--- config.mk ---
export PLATFORM = sky130hd
export DESIGN_NAME = range_sweep_ctrl_flat
export DESIGN_NICKNAME = d
export VERILOG_FILES = /design/src/rtl/range_sweep_if.sv /design/src/rtl/range_sweep_ctrl.sv /design/src/flat_wrapper.sv
export SDC_FILE = /design/constraint.sdc
export NUM_CORES = 1
export LEC_CHECK = 0
export BUFFER_PORTS_ARGS = -buffer_cell sky130_fd_sc_hd__buf_2
export CAP_MARGIN = 15
export CORE_MARGIN = 1.5
export CORE_UTILIZATION = 25
export DETAILED_ROUTE_END_ITERATION = 10
export GPL_ROUTABILITY_DRIVEN = 0
export SLEW_MARGIN = 20
export SYNTH_ARGS = -nofsm -noshare
export SYNTH_HDL_FRONTEND = slang
export SYNTH_SLANG_ARGS = --single-unit
--- constraint.sdc ---
create_clock -name clk -period 2.1 [get_ports clk]
set_input_delay 0.42 -clock clk [delete_from_list [all_inputs] [get_ports clk]]
set_output_delay 0.42 -clock clk [all_outputs]
set_load 0.05 [all_outputs]
--- src/rtl/range_sweep_if.sv ---
// rtl/range_sweep_if.sv - control/sum bus between the sweep controller and the range-sum adder
//
// Ports (signals):
//   contr  [5:0]  {hi[2:0], lo[2:0]} range select, controller -> adder
//   clr           force adder sum to 0 (adder BTNU), controller -> adder
//   y_in   [7:0]  range sum for current contr, adder -> controller
// Modports: master = controller side, slave = adder side.
interface range_sweep_if;
  logic [5:0] contr;
  logic       clr;
  logic [7:0] y_in;

  modport master (output contr, output clr, input y_in);
  modport slave  (input contr, input clr, output y_in);
endinterface

--- src/rtl/range_sweep_ctrl.sv ---
// rtl/range_sweep_ctrl.sv - sweeps all 36 (hi >= lo) ranges of the range-sum adder and keeps the best
//
// Ports:
//   clk       system clock, rising edge
//   rst_n     synchronous active-low reset
//   start     begin a sweep (only looked at in IDLE)
//   bus       range_sweep_if.master: contr/clr out to the adder, y_in back
//   busy      high from start acceptance until the sweep's last sample
//   done      one-cycle pulse at sweep completion
//   best_sum  largest sum seen in the last completed sweep
//   best_hi   hi index of the first range producing best_sum
//   best_lo   lo index of the first range producing best_sum
//   pair_cnt  pairs sampled so far in the current/last sweep (0..36)
module range_sweep_ctrl #(
  parameter int SETTLE = 2
) (
  input  logic               clk,
  input  logic               rst_n,
  input  logic               start,
  range_sweep_if.master      bus,
  output logic               busy,
  output logic               done,
  output logic [7:0]         best_sum,
  output logic [2:0]         best_hi,
  output logic [2:0]         best_lo,
  output logic [5:0]         pair_cnt
);

  typedef enum logic [1:0] {IDLE, WAIT, SAMPLE, DONE} state_t;

  localparam logic [3:0] SETTLE_LAST = 4'(SETTLE - 1);

  state_t     state;
  logic [3:0] wait_cnt;
  logic [5:0] contr_q;
  logic       clr_q;
  logic [2:0] hi;
  logic [2:0] lo;

  // The current pair lives directly in the registered control bus.
  assign hi        = contr_q[5:3];
  assign lo        = contr_q[2:0];
  assign bus.contr = contr_q;
  assign bus.clr   = clr_q;

  always_ff @(posedge clk) begin
    if (!rst_n) begin
      state    <= IDLE;
      wait_cnt <= 4'd0;
      contr_q  <= 6'd0;
      clr_q    <= 1'b1;
      busy     <= 1'b0;
      done     <= 1'b0;
      best_sum <= 8'd0;
      best_hi  <= 3'd0;
      best_lo  <= 3'd0;
      pair_cnt <= 6'd0;
    end else begin
      case (state)
        IDLE: begin
          done    <= 1'b0;
          clr_q   <= 1'b1;
          busy    <= 1'b0;
          contr_q <= 6'd0;
          if (start) begin
            clr_q    <= 1'b0;
            busy     <= 1'b1;
            best_sum <= 8'd0;
            best_hi  <= 3'd0;
            best_lo  <= 3'd0;
            pair_cnt <= 6'd0;
            wait_cnt <= 4'd0;
            state    <= WAIT;
          end
        end

        WAIT: begin
          if (wait_cnt == SETTLE_LAST) begin
            state <= SAMPLE;
          end else begin
            wait_cnt <= wait_cnt + 4'd1;
          end
        end

        SAMPLE: begin
          pair_cnt <= pair_cnt + 6'd1;
          wait_cnt <= 4'd0;
          // Strict compare: ties keep the earlier pair in sweep order.
          if (bus.y_in > best_sum) begin
            best_sum <= bus.y_in;
            best_hi  <= hi;
            best_lo  <= lo;
          end
          if (lo < hi) begin
            contr_q <= {hi, lo + 3'd1};
            state   <= WAIT;
          end else if (hi < 3'd7) begin
            contr_q <= {hi + 3'd1, 3'd0};
            state   <= WAIT;
          end else begin
            // Last pair (7,7): release the adder now, pulse done next cycle.
            busy    <= 1'b0;
            clr_q   <= 1'b1;
            contr_q <= 6'd0;
            state   <= DONE;
          end
        end

        DONE: begin
          done  <= 1'b1;
          state <= IDLE;
        end

        default: state <= IDLE;
      endcase
    end
  end

endmodule
--- src/flat_wrapper.sv ---
// flat-port wrapper written by rule: the top's interface ports become plain ports
module range_sweep_ctrl_flat 
#(
  parameter int SETTLE = 2
)
  (clk, rst_n, start, busy, done, best_sum, best_hi, best_lo, pair_cnt, bus_contr, bus_clr, bus_y_in);
  range_sweep_if bus_i ();
  input  logic clk;
  input  logic rst_n;
  input  logic start;
  output logic busy;
  output logic done;
  output logic [7:0] best_sum;
  output logic [2:0] best_hi;
  output logic [2:0] best_lo;
  output logic [5:0] pair_cnt;
  output wire logic [$bits(bus_i.contr)-1:0] bus_contr;
  output wire logic [$bits(bus_i.clr)-1:0] bus_clr;
  input wire logic [$bits(bus_i.y_in)-1:0] bus_y_in;
  assign bus_contr = bus_i.contr;
  assign bus_clr = bus_i.clr;
  assign bus_i.y_in = bus_y_in;
  range_sweep_ctrl #(.SETTLE(SETTLE)) u_core (.clk(clk), .rst_n(rst_n), .start(start), .bus(bus_i), .busy(busy), .done(done), .best_sum(best_sum), .best_hi(best_hi), .best_lo(best_lo), .pair_cnt(pair_cnt));
endmodule
## Word level (Yosys, flattened, before mapping)

Index checks and enable logic that the tools add are counted.

| operators by class | value |
|---|---|
| $add $sub $neg | 4 |
| $lt $le $gt $ge | 3 |
| equal/unequal tests | 10 |
| muxes and demuxes | 30 |
| reductions and logical operators | 10 |

Operators by type and width:

| kind | count |
|---|---|
| case mux 6 bit (2 select lines) | 2 |
| two-way mux 6 bit | 3 |
| two-way mux 8 bit | 2 |
| case mux 8 bit (2 select lines) | 1 |
| case mux 3 bit (2 select lines) | 2 |
| case mux 4 bit (3 select lines) | 1 |
| two-way mux 3 bit | 3 |
| AND reduction 3 bit | 3 |
| > comparator 8 bit | 1 |
| two-way mux 2 bit | 4 |
| two-way mux 4 bit | 2 |
| inequality test 2 bit (second input constant) | 4 |
| case mux 2 bit (4 select lines) | 1 |
| adder 3 x 1 -> 3 bit (second input constant) | 2 |
| adder 6 x 1 -> 6 bit (second input constant) | 1 |
| two-way mux 1 bit | 6 |
| case mux 1 bit (2 select lines) | 3 |
| AND reduction 2 bit | 3 |
| adder 4 x 1 -> 4 bit (second input constant) | 1 |
| equality test 2 bit (second input constant) | 2 |
| equality test 4 x 1 -> 1 bit (second input constant) | 1 |
| inequality test 2 x 1 -> 1 bit (second input constant) | 2 |
| nonzero test 2 bit | 2 |
| < comparator 3 bit | 1 |
| 4 further kinds | 4 |

| word-level totals | value |
|---|---|
| register bits after elaboration | 35 |
| input port bits | 11 |
| output and inout port bits | 29 |
| word-level logic and storage cells | 68 |

## Depth between registers and ports, before layout

| depth | value |
|---|---|
| depth after elaboration | 4 |
| depth in mapped cells | 8 |
| depth with buffers taken out | 7 |

## Worst setup path before layout

OpenSTA, ideal clock, no wires.

| path | value |
|---|---|
| path type | register to register |
| start | register u_core.best_sum[1] |
| end | register u_core.best_sum[0] |
| data arrival time | 1952 ps |
| required time | 2028 ps |
| setup slack | 77 ps |
| stages on the path, launching flop included | 9 |
| path buffers | 1 |
| path through | dfxtp_1 inv_1 ha_1 nor2b_1 o211ai_1 a21oi_2 o21ai_4 buf_6 mux2i_1 |

| between the ends | value |
|---|---|
| longest elaborated chain between the ends | 3 |

RTL lines:

| what | RTL line | source |
|---|---|---|
| from (decl) | range_sweep_ctrl.sv:23 | `output logic [7:0] best_sum,` |
| from (signal assigned) | range_sweep_ctrl.sv:90 | `best_sum <= bus.y_in;` |
| > comparator 8 bit | range_sweep_ctrl.sv:89 | `if (bus.y_in > best_sum) begin` |
| inequality test 2 x 1 -> 1 bit (no source line) | n/a |  |
| AND reduction 3 bit (no source line) | n/a |  |

No other way between the ends.
A chain may end at the register's enable or synchronous reset.

## Worst setup path after layout

| path | value |
|---|---|
| start | register u_core.state[0] |
| end | register u_core.pair_cnt[5] |

| between the ends | value |
|---|---|
| longest elaborated chain between the ends | 3 |
| elaborated cells between the ends (all ways) | 6 |

RTL lines:

| what | RTL line | source |
|---|---|---|
| from (decl) | range_sweep_ctrl.sv:33 | `state_t state;` |
| from (signal assigned) | range_sweep_ctrl.sv:48 | `state <= IDLE;` |
| from (signal assigned) | range_sweep_ctrl.sv:73 | `state <= WAIT;` |
| from (signal assigned) | range_sweep_ctrl.sv:79 | `state <= SAMPLE;` |
| equality test 2 bit / zero test 2 bit (equally long branches) | range_sweep_ctrl.sv:59 | `case (state)` |
| nonzero test 2 bit (no source line) / inequality test 2 bit (equally long branches) | n/a |  |
| AND reduction 2 bit (no source line) | n/a |  |
| to (signal assigned) | range_sweep_ctrl.sv:86 | `pair_cnt <= pair_cnt + 6'd1;` |
| to (decl) | range_sweep_ctrl.sv:26 | `output logic [5:0] pair_cnt` |

Parallel ways exist; a longest one is shown, timed or not.

==> summary by stage <==
Run status
The run finished with clean final reports.

Timing
Setup repair after global routing left no endpoint under its margin. In the finished design, the share of the clock period the worst path needs comes to 0.859. In the final timing run, aggregate negative setup slack is 0 ns. The final clock skew is 0.0101 ns. Measured against its own limit, the worst slew margin works out to 0.717.

The transition at the pin with the smallest max-transition slack is 0.413 ns. The count of pins over their slew limit is 0. Setup violations remaining at the end of the flow were counted as 0.

The fmax is 554 MHz. Counting I/O delays and the setup requirement, the final critical path takes 1.80 ns. The hold violation count in the final report is 0.

Floorplan
After floorplanning, the core was sized to cover 7370 um2. The initial utilization of the core area, before any placement, comes to 0.262. The die area is about 8300 um2. The vertical extent of the die is 90.9 um. 40 I/O pins were placed. The die is 90.9 um wide.

Row generation in the floorplan step produced 31 rows.

Worst hold path
The worst hold path belongs to the class input pin to flop. The beginning of the worst hold path is bus_y_in[7]. The worst hold path passes through 3 cells.

The worst hold path terminates at u_core.best_sum[7]$_SDFFE_PN0P_.

CTS
The count of hold buffers inserted by post-cts repair is 0. The number of buffers added for setup after CTS is 0. The number of clock buffers added by TritonCTS is 5. The depth of the CTS H-tree is 2. TritonCTS built the clock tree.

The count of clock tree sinks is 35. Clock-pin slew was measured on the worst setup and hold paths at 0.08 ns. The clock network latency to the later pin of the worst-skew pair is 0.29 ns.

The number of buffers on the longest clock path is 2. The buffer cell driving the clock tree root is clkbuf_8.

Worst setup path
The maximum fanout encountered on the critical timing path is 12. The cell type of the slowest stage on the worst timing path is mux2i_1. For this run, the slowest stage of the critical path takes between 0.3 and 0.4 ns. At the worst endpoint, the required time is 2.27 ns. The worst setup path is of the flop to flop kind.

The worst register-to-register path ends at u_core.pair_cnt[5]$_SDFFE_PN0P_. Traced cell by cell, the critical path runs through inv_1 > ha_1 > mux2i_1 > nor2_1 > nand3_1 > xor2_1 > nor2_1. The worst endpoint data arrival time is slightly below 2 ns. The startpoint kind of the worst setup timing path is a flop. In this run the critical register-to-register path is launched from u_core.state[0]$_SDFFE_PN0P_. The number of cells on the worst reg-to-reg path is 7.

In this run the register-to-register setup slack is 0.30 ns. The capturing element type of the critical path is a flop. The library cell appearing most often on the critical path is nor2_1.

Placed design
The count of port buffers added during placement is 39. The cell area after placement is 2240 um2. The number of cells in the design after placement is about 360. The post-detailed-placement half-perimeter wirelength is 3220 um.

Yosys
In this run, synthesis inferred 0 flip-flops with an integrated enable. The total nets after synthesis is 252. By area the synthesized netlist is led by dfxtp_1, ha_1, mux2i_1. The share of synthesized area occupied by flip-flops and latches is 0.363.

The commonest cells after synthesis are nand2_1, dfxtp_1, ha_1. In the synthesized netlist the dominant register cell turns out to be dfxtp_1. The most common cell in the synthesized netlist is nand2_1. The synthesized area per cell is 8.69 um2. The synthesized cell area is 1930 um2. In the synthesized netlist, the number of instances is 222.

The number of distinct library cells after synthesis is 43. The fraction of registers with async set/reset is 0. The cell accounting for the most synthesized area is dfxtp_1. After synthesis the netlist holds a flip-flop and latch count of 35.

Of the post-synthesis cell area, the dominant cell type holds 0.363. Yosys printed 0 warnings.

Detailed routing
The sum of routed wire length over all layers is 4220 um. In the routed layout, each cell is associated on average with a via count of 4.43. After detailed routing, the number of remaining DRC violations is 0. After detailed routing, the average wire length per cell comes to 11.6 um. The detailed router's first-iteration violation count is ~80. The number of nets with antenna violations after routing is 0. The via count is 1,609. Before antenna repair, the detailed router went through 4 iterations.

Layout
The area of all sequential standard cells is roughly 700 um2. The area of combinational cells with multiple inputs is 1130 um2. The repair_antennas step left the layout with diodes totalling 0. The number of fill cells in the layout is 790. Of the cells placed in the final design, the portion with a size suffix greater than 1 is 0.231. For this run, the number of standard cells in the final layout without fillers is 363. In the final design database the tool counted 293 nets. Relative to the synthesized area, the layout overhead comes to 22.2%. With fillers left out, the area of the finished cells amounts to 2360 um2.

Global route
The initial antenna violation count is 0. The total global routing overflow is 0. The overall routing resource usage is 0.110. The first global-routing pass estimated 7540 um of wire.

The via count of the first global-routing pass is 1,560. Entering global routing, the biggest net connects 15 pins.

Power
The design draws 1.78 mW. The cell-internal power is 1.21 mW. The part of the power in the clock network is 0.343. Dividing total power by cell area gives a power density of around 750 nW/um2. The worst IR drop on VDD is 0.339 mV. Of the total power, the share spent switching nets is 0.318.

The sequential group share of total power is 0.400. The net switching power figure is 564 uW. The analysis attributes to cell leakage a power of 1.05 nW. The combinational group share of total power is 0.257.

Flow run
Across the run, the number of max-cap violations was 0.
final cells by class:
type,instances,area share
repair buffers,42,0.0976
inverters,16,0.0255
clock inverters,3,0.0186
flip-flops and latches,35,0.297
multi-input cells,163,0.480
well taps,99,0.0525
clock buffers,5,0.0292
placed cells by master (no fill, tap or decap), types with 2 or more instances in the layout:
master	Yosys	layout
nand3b_1	3	3
ha_1	19	19
o21a_1	2	2
dfxtp_1	35	35
and2_1	2	2
nand2_1	43	43
nor2_1	17	17
buf_2	3	39
a21oi_4	1	2
nand3_1	5	5
nor2_2	3	3
xor2_1	3	3
a21oi_1	13	13
nand4_1	3	3
nand2b_1	4	4
clkbuf_8	0	5
o22ai_1	2	2
a21o_1	2	2
mux2i_1	17	17
buf_4	1	2
a32oi_1	2	2
inv_1	16	16
nor2b_1	2	2
cells by family (layout without fill, tap and decap cells):
kind of cell	count (synthesis)	count (layout)	synth area share
adder cells (fa/ha/maj)	19	19	0.123
multiplexers	18	18	0.0960
buffers and inverters	24	66	0.0545
AND/OR/NAND/NOR	88	88	0.213
AO/OA/AOI/OAI	34	34	0.132
XOR/XNOR	4	4	0.0182
flip-flops	35	35	0.363
worst max path at each step:
stage	startpoint	end	slack, ns	cells after the start
2_1_floorplan	u_core.best_sum[1]$_SDFFE_PN0P_	u_core.best_sum[0]$_SDFFE_PN0P_	0.08	8
5_1_grt	u_core.state[0]$_SDFFE_PN0P_	u_core.pair_cnt[5]$_SDFFE_PN0P_	0.11	7
3_5_place_dp	u_core.state[0]$_SDFFE_PN0P_	u_core.best_hi[0]$_SDFFE_PN0P_	0.18	6
6_report	u_core.state[0]$_SDFFE_PN0P_	u_core.pair_cnt[5]$_SDFFE_PN0P_	0.30	7
4_1_cts	u_core.state[0]$_SDFFE_PN0P_	u_core.best_sum[0]$_SDFFE_PN0P_	0.17	6
3_3_place_gp	bus_y_in[7]	u_core.best_hi[1]$_SDFFE_PN0P_	0.25	8
state kept, by name, summed over array words and instances (netlist names):
| register | cells |
|---|---|
| u_core.state | 2 |
| u_core.busy | 1 |
| u_core.best_lo | 3 |
| u_core.wait_cnt | 4 |
| u_core.bus.contr | 6 |
| u_core.done | 1 |
| u_core.bus.clr | 1 |
| u_core.pair_cnt | 6 |
| u_core.best_sum | 8 |
| u_core.best_hi | 3 |
worst max-delay path, delay by kind of cell, from the launching register on:
kind	cells	cell delay, ns
xor+xnor	1	0.17
mux	1	0.39
flops	1	0.38
buf+inv	1	0.10
fa+ha+maj	1	0.34
simple gates	3	0.33
metal layers:
layer  track usage  wire length (um)  vias up
met5             0                 0        -
met3        0.0311               237        0
met2         0.167              1740       43
met1         0.153              2240      733
met4        0.0234                 0        0
li1              -                 -      833
metrics by stage:
stage,worst slack (ns),hold WS [ns],utilization
2_1_floorplan,0.0766,0.454,-
3_3_place_gp,0.252,0.446,0.304
3_5_place_dp,0.180,0.460,0.304
4_1_cts,0.173,0.379,0.319
5_1_grt,0.115,0.382,0.320
6_report,0.296,0.390,0.320
timing repair:
item | CTS | global route
gates resized for setup | 0 | 1
endpoints found under the setup margin | 0 | 7
hold endpoints to repair | 0 | 0
power groups by stage:
stage / combinational, mW / clock, mW / sequential (mW)
after global placement: 0.447 / 0 / 0.724
after floorplan: 0.302 / 0 / 0.770
after CTS: 0.456 / 0.622 / 0.710
final: 0.456 / 0.609 / 0.710
after global routing: 0.501 / 0.654 / 0.714
after detailed placement: 0.454 / 0 / 0.725
(Power assumes the default switching activity.)
